File: src/rtl/hls_fp_pkg.sv
`default_nettype none
// ============================================================================
//  Module   : hls_fp_pkg
//  Purpose  : Shared types for the float-multiplier operand-issue stage:
//             data width, issue FSM state encoding and the operand-pair type.
//  Revision : 1.0  initial release
// ============================================================================
package hls_fp_pkg;

    localparam int FP_W = 32;

    typedef enum logic [1:0] {
        IDLE = 2'd0,
        REQ  = 2'd1,
        GAP  = 2'd2
    } state_t;

    typedef struct packed {
        logic [FP_W-1:0] a;
        logic [FP_W-1:0] b;
    } fp_pair_t;

endpackage
`default_nettype wire

File: src/rtl/hls_pair_fifo.sv
`default_nettype none
// ============================================================================
//  Module   : hls_pair_fifo
//  Purpose  : Circular FIFO of operand pairs. The head entry is presented
//             straight from the storage registers, so it is stable until the
//             entry is popped.
//  Ports    : clk, rst       clock / synchronous active-high reset
//             i_push/i_pair  write request and data (ignored when full)
//             i_pop          read request (ignored when empty)
//             o_head         current head pair
//             o_count        occupancy (0..DEPTH)
//             o_full/o_empty occupancy flags
//  Revision : 1.0  initial release
// ============================================================================
module hls_pair_fifo
    import hls_fp_pkg::*;
#(
    parameter int DEPTH = 4
) (
    input  logic                   clk,
    input  logic                   rst,
    input  logic                   i_push,
    input  fp_pair_t               i_pair,
    input  logic                   i_pop,
    output fp_pair_t               o_head,
    output logic [$clog2(DEPTH):0] o_count,
    output logic                   o_full,
    output logic                   o_empty
);

    localparam int             AW         = $clog2(DEPTH);
    localparam logic [AW-1:0]  c_ptr_one  = AW'(1);
    localparam logic [AW:0]    c_cnt_one  = (AW+1)'(1);
    localparam logic [AW:0]    c_cnt_full = (AW+1)'(DEPTH);

    fp_pair_t        r_mem [DEPTH];
    logic [AW-1:0]   r_wr_ptr;
    logic [AW-1:0]   r_rd_ptr;
    logic [AW:0]     r_count;
    logic            w_push;
    logic            w_pop;

    assign o_full  = (r_count == c_cnt_full);
    assign o_empty = (r_count == '0);
    assign w_push  = i_push && !o_full;
    assign w_pop   = i_pop && !o_empty;
    assign o_head  = r_mem[r_rd_ptr];
    assign o_count = r_count;

    // DEPTH is a power of two, so pointer wrap is the natural overflow.
    always_ff @(posedge clk) begin
        if (rst) begin
            r_wr_ptr <= '0;
            r_rd_ptr <= '0;
            r_count  <= '0;
            for (int i = 0; i < DEPTH; i++) begin
                r_mem[i] <= '0;
            end
        end else begin
            if (w_push) begin
                r_mem[r_wr_ptr] <= i_pair;
                r_wr_ptr        <= r_wr_ptr + c_ptr_one;
            end
            if (w_pop) begin
                r_rd_ptr <= r_rd_ptr + c_ptr_one;
            end
            case ({w_push, w_pop})
                2'b10:   r_count <= r_count + c_cnt_one;
                2'b01:   r_count <= r_count - c_cnt_one;
                default: r_count <= r_count;
            endcase
        end
    end

endmodule
`default_nettype wire

File: src/rtl/hls_fmul_issue.sv
`default_nettype none
// ============================================================================
//  Module   : hls_fmul_issue
//  Purpose  : Operand-issue stage in front of the float multiplier FSM.
//             Buffers operand pairs, issues one multiply at a time over
//             req/ack, holds the product in a result register and flags a
//             multiplier that never acknowledges.
//  Ports    : in_valid/in_ready/in_a/in_b     operand input (valid/ready)
//             mul_req/mul_ack/mul_p0/mul_p1/mul_out  multiplier handshake
//             res_valid/res_ready/res_data    product output (valid/ready)
//             count                           FIFO occupancy
//             err                             sticky ack-timeout flag
//  Revision : 1.0  initial release
// ============================================================================
module hls_fmul_issue
    import hls_fp_pkg::*;
#(
    parameter int DEPTH       = 4,
    parameter int ACK_TIMEOUT = 15
) (
    input  logic                   clk,
    input  logic                   reset,
    input  logic                   in_valid,
    output logic                   in_ready,
    input  logic [FP_W-1:0]        in_a,
    input  logic [FP_W-1:0]        in_b,
    output logic                   mul_req,
    input  logic                   mul_ack,
    output logic [FP_W-1:0]        mul_p0,
    output logic [FP_W-1:0]        mul_p1,
    input  logic [FP_W-1:0]        mul_out,
    output logic                   res_valid,
    input  logic                   res_ready,
    output logic [FP_W-1:0]        res_data,
    output logic [$clog2(DEPTH):0] count,
    output logic                   err
);

    localparam int            WW        = $clog2(ACK_TIMEOUT + 1);
    localparam logic [WW-1:0] c_wd_max  = WW'(ACK_TIMEOUT);
    localparam logic [WW-1:0] c_wd_last = WW'(ACK_TIMEOUT - 1);
    localparam logic [WW-1:0] c_wd_one  = WW'(1);

    state_t                   r_state;
    state_t                   w_next_state;
    fp_pair_t                 w_in_pair;
    fp_pair_t                 w_head;
    logic                     w_full;
    logic                     w_empty;
    logic                     w_push;
    logic                     w_ack;
    logic                     r_res_valid;
    logic [FP_W-1:0]          r_res_data;
    logic [WW-1:0]            r_wdog;
    logic                     r_err;

    assign w_in_pair = '{a: in_a, b: in_b};
    assign in_ready  = !w_full;
    assign w_push    = in_valid && !w_full;
    // Acks outside REQ are ignored entirely.
    assign w_ack     = (r_state == REQ) && mul_ack;

    hls_pair_fifo #(
        .DEPTH (DEPTH)
    ) u_fifo (
        .clk     (clk),
        .rst     (reset),
        .i_push  (w_push),
        .i_pair  (w_in_pair),
        .i_pop   (w_ack),
        .o_head  (w_head),
        .o_count (count),
        .o_full  (w_full),
        .o_empty (w_empty)
    );

    assign mul_p0    = w_head.a;
    assign mul_p1    = w_head.b;
    assign mul_req   = (r_state == REQ);
    assign res_valid = r_res_valid;
    assign res_data  = r_res_data;
    assign err       = r_err;

    always_ff @(posedge clk) begin
        if (reset) begin
            r_state <= IDLE;
        end else begin
            r_state <= w_next_state;
        end
    end

    // Issue only when the result register is free or being drained this
    // cycle; an ack can then never collide with an undrained result.
    always_comb begin
        w_next_state = r_state;
        case (r_state)
            IDLE: begin
                if (!w_empty && (!r_res_valid || res_ready)) begin
                    w_next_state = REQ;
                end
            end
            REQ: begin
                if (mul_ack) begin
                    w_next_state = GAP;
                end
            end
            // One low cycle lets the multiplier rearm before the next req.
            GAP:     w_next_state = IDLE;
            default: w_next_state = IDLE;
        endcase
    end

    always_ff @(posedge clk) begin
        if (reset) begin
            r_res_valid <= 1'b0;
            r_res_data  <= '0;
        end else if (w_ack) begin
            r_res_valid <= 1'b1;
            r_res_data  <= mul_out;
        end else if (r_res_valid && res_ready) begin
            r_res_valid <= 1'b0;
        end
    end

    // Watchdog saturates at the limit; the request itself keeps waiting.
    always_ff @(posedge clk) begin
        if (reset) begin
            r_wdog <= '0;
            r_err  <= 1'b0;
        end else if ((r_state == REQ) && !mul_ack) begin
            if (r_wdog != c_wd_max) begin
                r_wdog <= r_wdog + c_wd_one;
            end
            if (r_wdog == c_wd_last) begin
                r_err <= 1'b1;
            end
        end else begin
            r_wdog <= '0;
        end
    end

endmodule
`default_nettype wire

File: config.mk
export PLATFORM = sky130hd
export DESIGN_NAME = hls_fmul_issue
export DESIGN_NICKNAME = d
export VERILOG_FILES = /design/src/rtl/hls_fp_pkg.sv /design/src/rtl/hls_pair_fifo.sv /design/src/rtl/hls_fmul_issue.sv
export SDC_FILE = /design/constraint.sdc
export NUM_CORES = 1
export LEC_CHECK = 0
export BUFFER_PORTS_ARGS = -buffer_cell sky130_fd_sc_hd__buf_2
export CAP_MARGIN = 10
export CORE_ASPECT_RATIO = 1.1
export CORE_UTILIZATION = 55
export DETAILED_ROUTE_END_ITERATION = 12
export PLACE_DENSITY = 0.78
export SYNTH_ARGS = -nofsm -noshare
export SYNTH_HDL_FRONTEND = slang
export SYNTH_SLANG_ARGS = --single-unit
File: constraint.sdc
create_clock -name clk -period 11.95 [get_ports clk]
set_input_delay 1.195 -clock clk [delete_from_list [all_inputs] [get_ports clk]]
set_output_delay 1.195 -clock clk [all_outputs]
set_load 0.01 [all_outputs]
==> metrics.txt <==
status=complete, no violations; predominant post-synthesis flop cell=edfxtp_1; Tmin final=3.98 ns; skew final=0.0115 ns; #FFs+latches synth=305; element type at the critical path start=flip-flop; I/O Buffers=203; setup violators final=0; YS warnings=0; Worst EP required=10.76 ns; Post-CTS Setup Inserts=0; die area=0.0241 mm²; Syn Nets=955; post-route insts no fill=1364; width of the die=148 µm; first-pass GRT wire length=40600 µm; Post-synth ARST share=0%; Post-Syn Instances=850; IO Pins=204; Worst Path Max Fanout=36; CTS H-tree depth=1; Core Box Area=0.0230 mm²; Comb power frac=9.4%; DRT iter0 DRCs=373; Net Switching=536 µW; average routed wire per standard cell=19.1 µm; Inst Count DP=1308; unrepaired setup endpoints after global routing=false; post-detail-place hpwl=15400 µm; area grow syn2layout=16.6%; Rows=58; Die Y-Extent=163 µm; vias per cell=5.42; Tot Pwr=2.37 mW; vias in the first global route=7803; root buffer cell=clkbuf_16; syn avg cell area=15.2 µm²; Cell variety after synth=42; Post-CTS Resized=0; CTS tree=built; routed vias=7390; Final nets=1145; cell-by-cell trace of the critical path=buf_4 > mux4_2 > buf_2; Sw Ratio=22.6%; FMAX=251 MHz; CP max stage delay=0.74 ns; Starting Density=56.2%; Slowest-stage cell, CP=dfxtp_4; largest net degree at the start of global routing=65; Synth Cell Area=0.0129 mm²; Int Pwr=1.84 mW; CTS sink cnt=305; Post-synth EDFFs=256; VDD IR-drop max=0.128 mV; Global Route Usage Sum=22.1%; Setup CP Type=reg2out; max cap viols=0; Data arrival, critical path=2.79 ns; share of cells above drive strength 1=32.3%; Clock transition at path regs=0.06 ns; insertion delay to the later sink of the worst-skew pair=0.54 ns; Design Area, Final=0.0151 mm²; hold buffers post-CTS=0; CTS buffer count=30; power share of the sequential group=52.8%; post-synthesis sequential area ratio=67.0%; Pwr per Cell Area=157 mW/mm²; Max Slew Vio Count=0; GR Overflow Total=0; # DRC=0; CTS max path bufs=3; initial antenna violation count=4; P_leak=5.81 nW; Post-Route WL=26000 µm; Clock power frac=37.7%; DRT antenna net count=0; total negative slack for setup checks=0 ns; CP endpoint kind=output port; period utilization=33.3%; DRT Pass-1 Iters=5; hold crit path type=reg2reg; Rel. slew slack=27.7%; Placer Congestion=0.753; Cell Area, Placed=0.0141 mm²; Slew @ Worst Pin=1.08 ns; Hold Vio Cnt, Final=0
[worst max-delay path: cells and delay by family, from the launching register on]
kind	cells	cell delay [ns]
buf+inv	2	0.85
flops	1	0.74
mux	1	0.64
[layout by cell type (no fill, tap or decap), drive strengths merged, types with 3 or more instances in the layout]
cell      Yosys  final
clkbuf       29     37
diode         0      3
mux4         64     64
nor3          6      6
nor2         10     10
and2        256    256
dfxtp        49     49
clkinv        0     11
or3           4      4
clkinvlp      0      3
ha            3      3
nand2        69     69
a21oi        39     39
nand3         4      4
o21ai         4      4
edfxtp      256    256
buf          25    212
inv           8      8
[per-layer routing]
metal  vias up  routed length [µm]  GRT usage (%)
met5         -                  11              0
met2       257               13500           39.4
met1      3643               10100           26.9
met4         2                 499           6.00
li1       3450                   -              -
met3        38                1910           4.87
[cells in the mapped netlist (2+ instances only)]
master / n / area [µm²]
a21oi_1: 39 / 195
and2_1: 241 / 1510
and2_2: 15 / 113
buf_1: 4 / 15.0
buf_2: 8 / 40.0
buf_6: 12 / 135
clkbuf_1: 23 / 86.3
clkbuf_2: 6 / 30.0
dfxtp_1: 49 / 981
edfxtp_1: 256 / 7690
ha_1: 3 / 37.5
inv_1: 8 / 30.0
mux4_2: 64 / 1440
nand2_1: 69 / 259
nand2b_1: 2 / 12.5
nand3_1: 4 / 20.0
nor2_1: 10 / 37.5
nor2b_1: 2 / 12.5
nor3_1: 4 / 20.0
o21ai_0: 4 / 20.0
o21bai_1: 2 / 15.0
or3_1: 4 / 25.0
xor2_1: 2 / 17.5
[power groups by stage]
stage / clock network [mW] / registers, mW / logic [mW]
2_1_floorplan: 0 / 1.27 / 0.139
3_3_place_gp: 0 / 1.27 / 0.223
3_5_place_dp: 0 / 1.28 / 0.227
4_1_cts: 0.911 / 1.26 / 0.228
5_1_grt: 0.948 / 1.26 / 0.246
6_report: 0.896 / 1.25 / 0.224
[state kept, by name, indices dropped and copies added (netlist names), named ones only]
| register | count |
|---|---|
| u_fifo.r_mem | 256 |
| res_data | 32 |
| r_wdog | 4 |
| u_fifo.o_count | 3 |
| r_state | 2 |
| u_fifo.r_rd_ptr | 2 |
| u_fifo.r_wr_ptr | 2 |
| err | 1 |
| res_valid | 1 |
[logic make-up after synthesis]
group | count (synthesis) | share of synthesized area [%]
buffers and inverters | 62 | 2.66
AO/OA/AOI/OAI | 51 | 2.14
multiplexers | 64 | 11.1
AND/OR/NAND/NOR | 361 | 16.4
XOR/XNOR | 3 | 0.203
adder cells (fa/ha/maj) | 4 | 0.445
flip-flops | 305 | 67.0
[cell type report]
type                    instances  area (µm²)
flip-flops and latches        305        8680
fillers                      1641        7920
multi-input cells             483        3980
repair buffers                212        1080
clock buffers                  37         798
well taps                     300         375
clock inverters                16         135
inverters                       8        30.0
diodes                          3        7.51
[per-stage QoR]
stage / utilization, % / hold slack (ns) / setup WS, ns
2_1_floorplan: - / 0.455 / 7.18
3_3_place_gp: 61.5 / 0.438 / 8.39
3_5_place_dp: 61.5 / 0.445 / 8.37
4_1_cts: 65.5 / 0.453 / 7.84
5_1_grt: 65.5 / 0.484 / 7.73
6_report: 65.6 / 0.449 / 7.97
[path summary, 6_finish.rpt]
check / end / startpoint / slack, ns / depth (start not counted)
setup / recovery: mul_p1[0] / flip-flop / 7.97 / 3
hold / removal: res_data[11] / res_data[11] / 0.45 / 2
setup reg to reg: u_fifo.r_mem[2][33] / u_fifo.o_count[0] / 9.25 / 5
hold reg to reg: res_data[11] / res_data[11] / 0.45 / 2
Note: power is estimated with default switching activity, not from simulation.
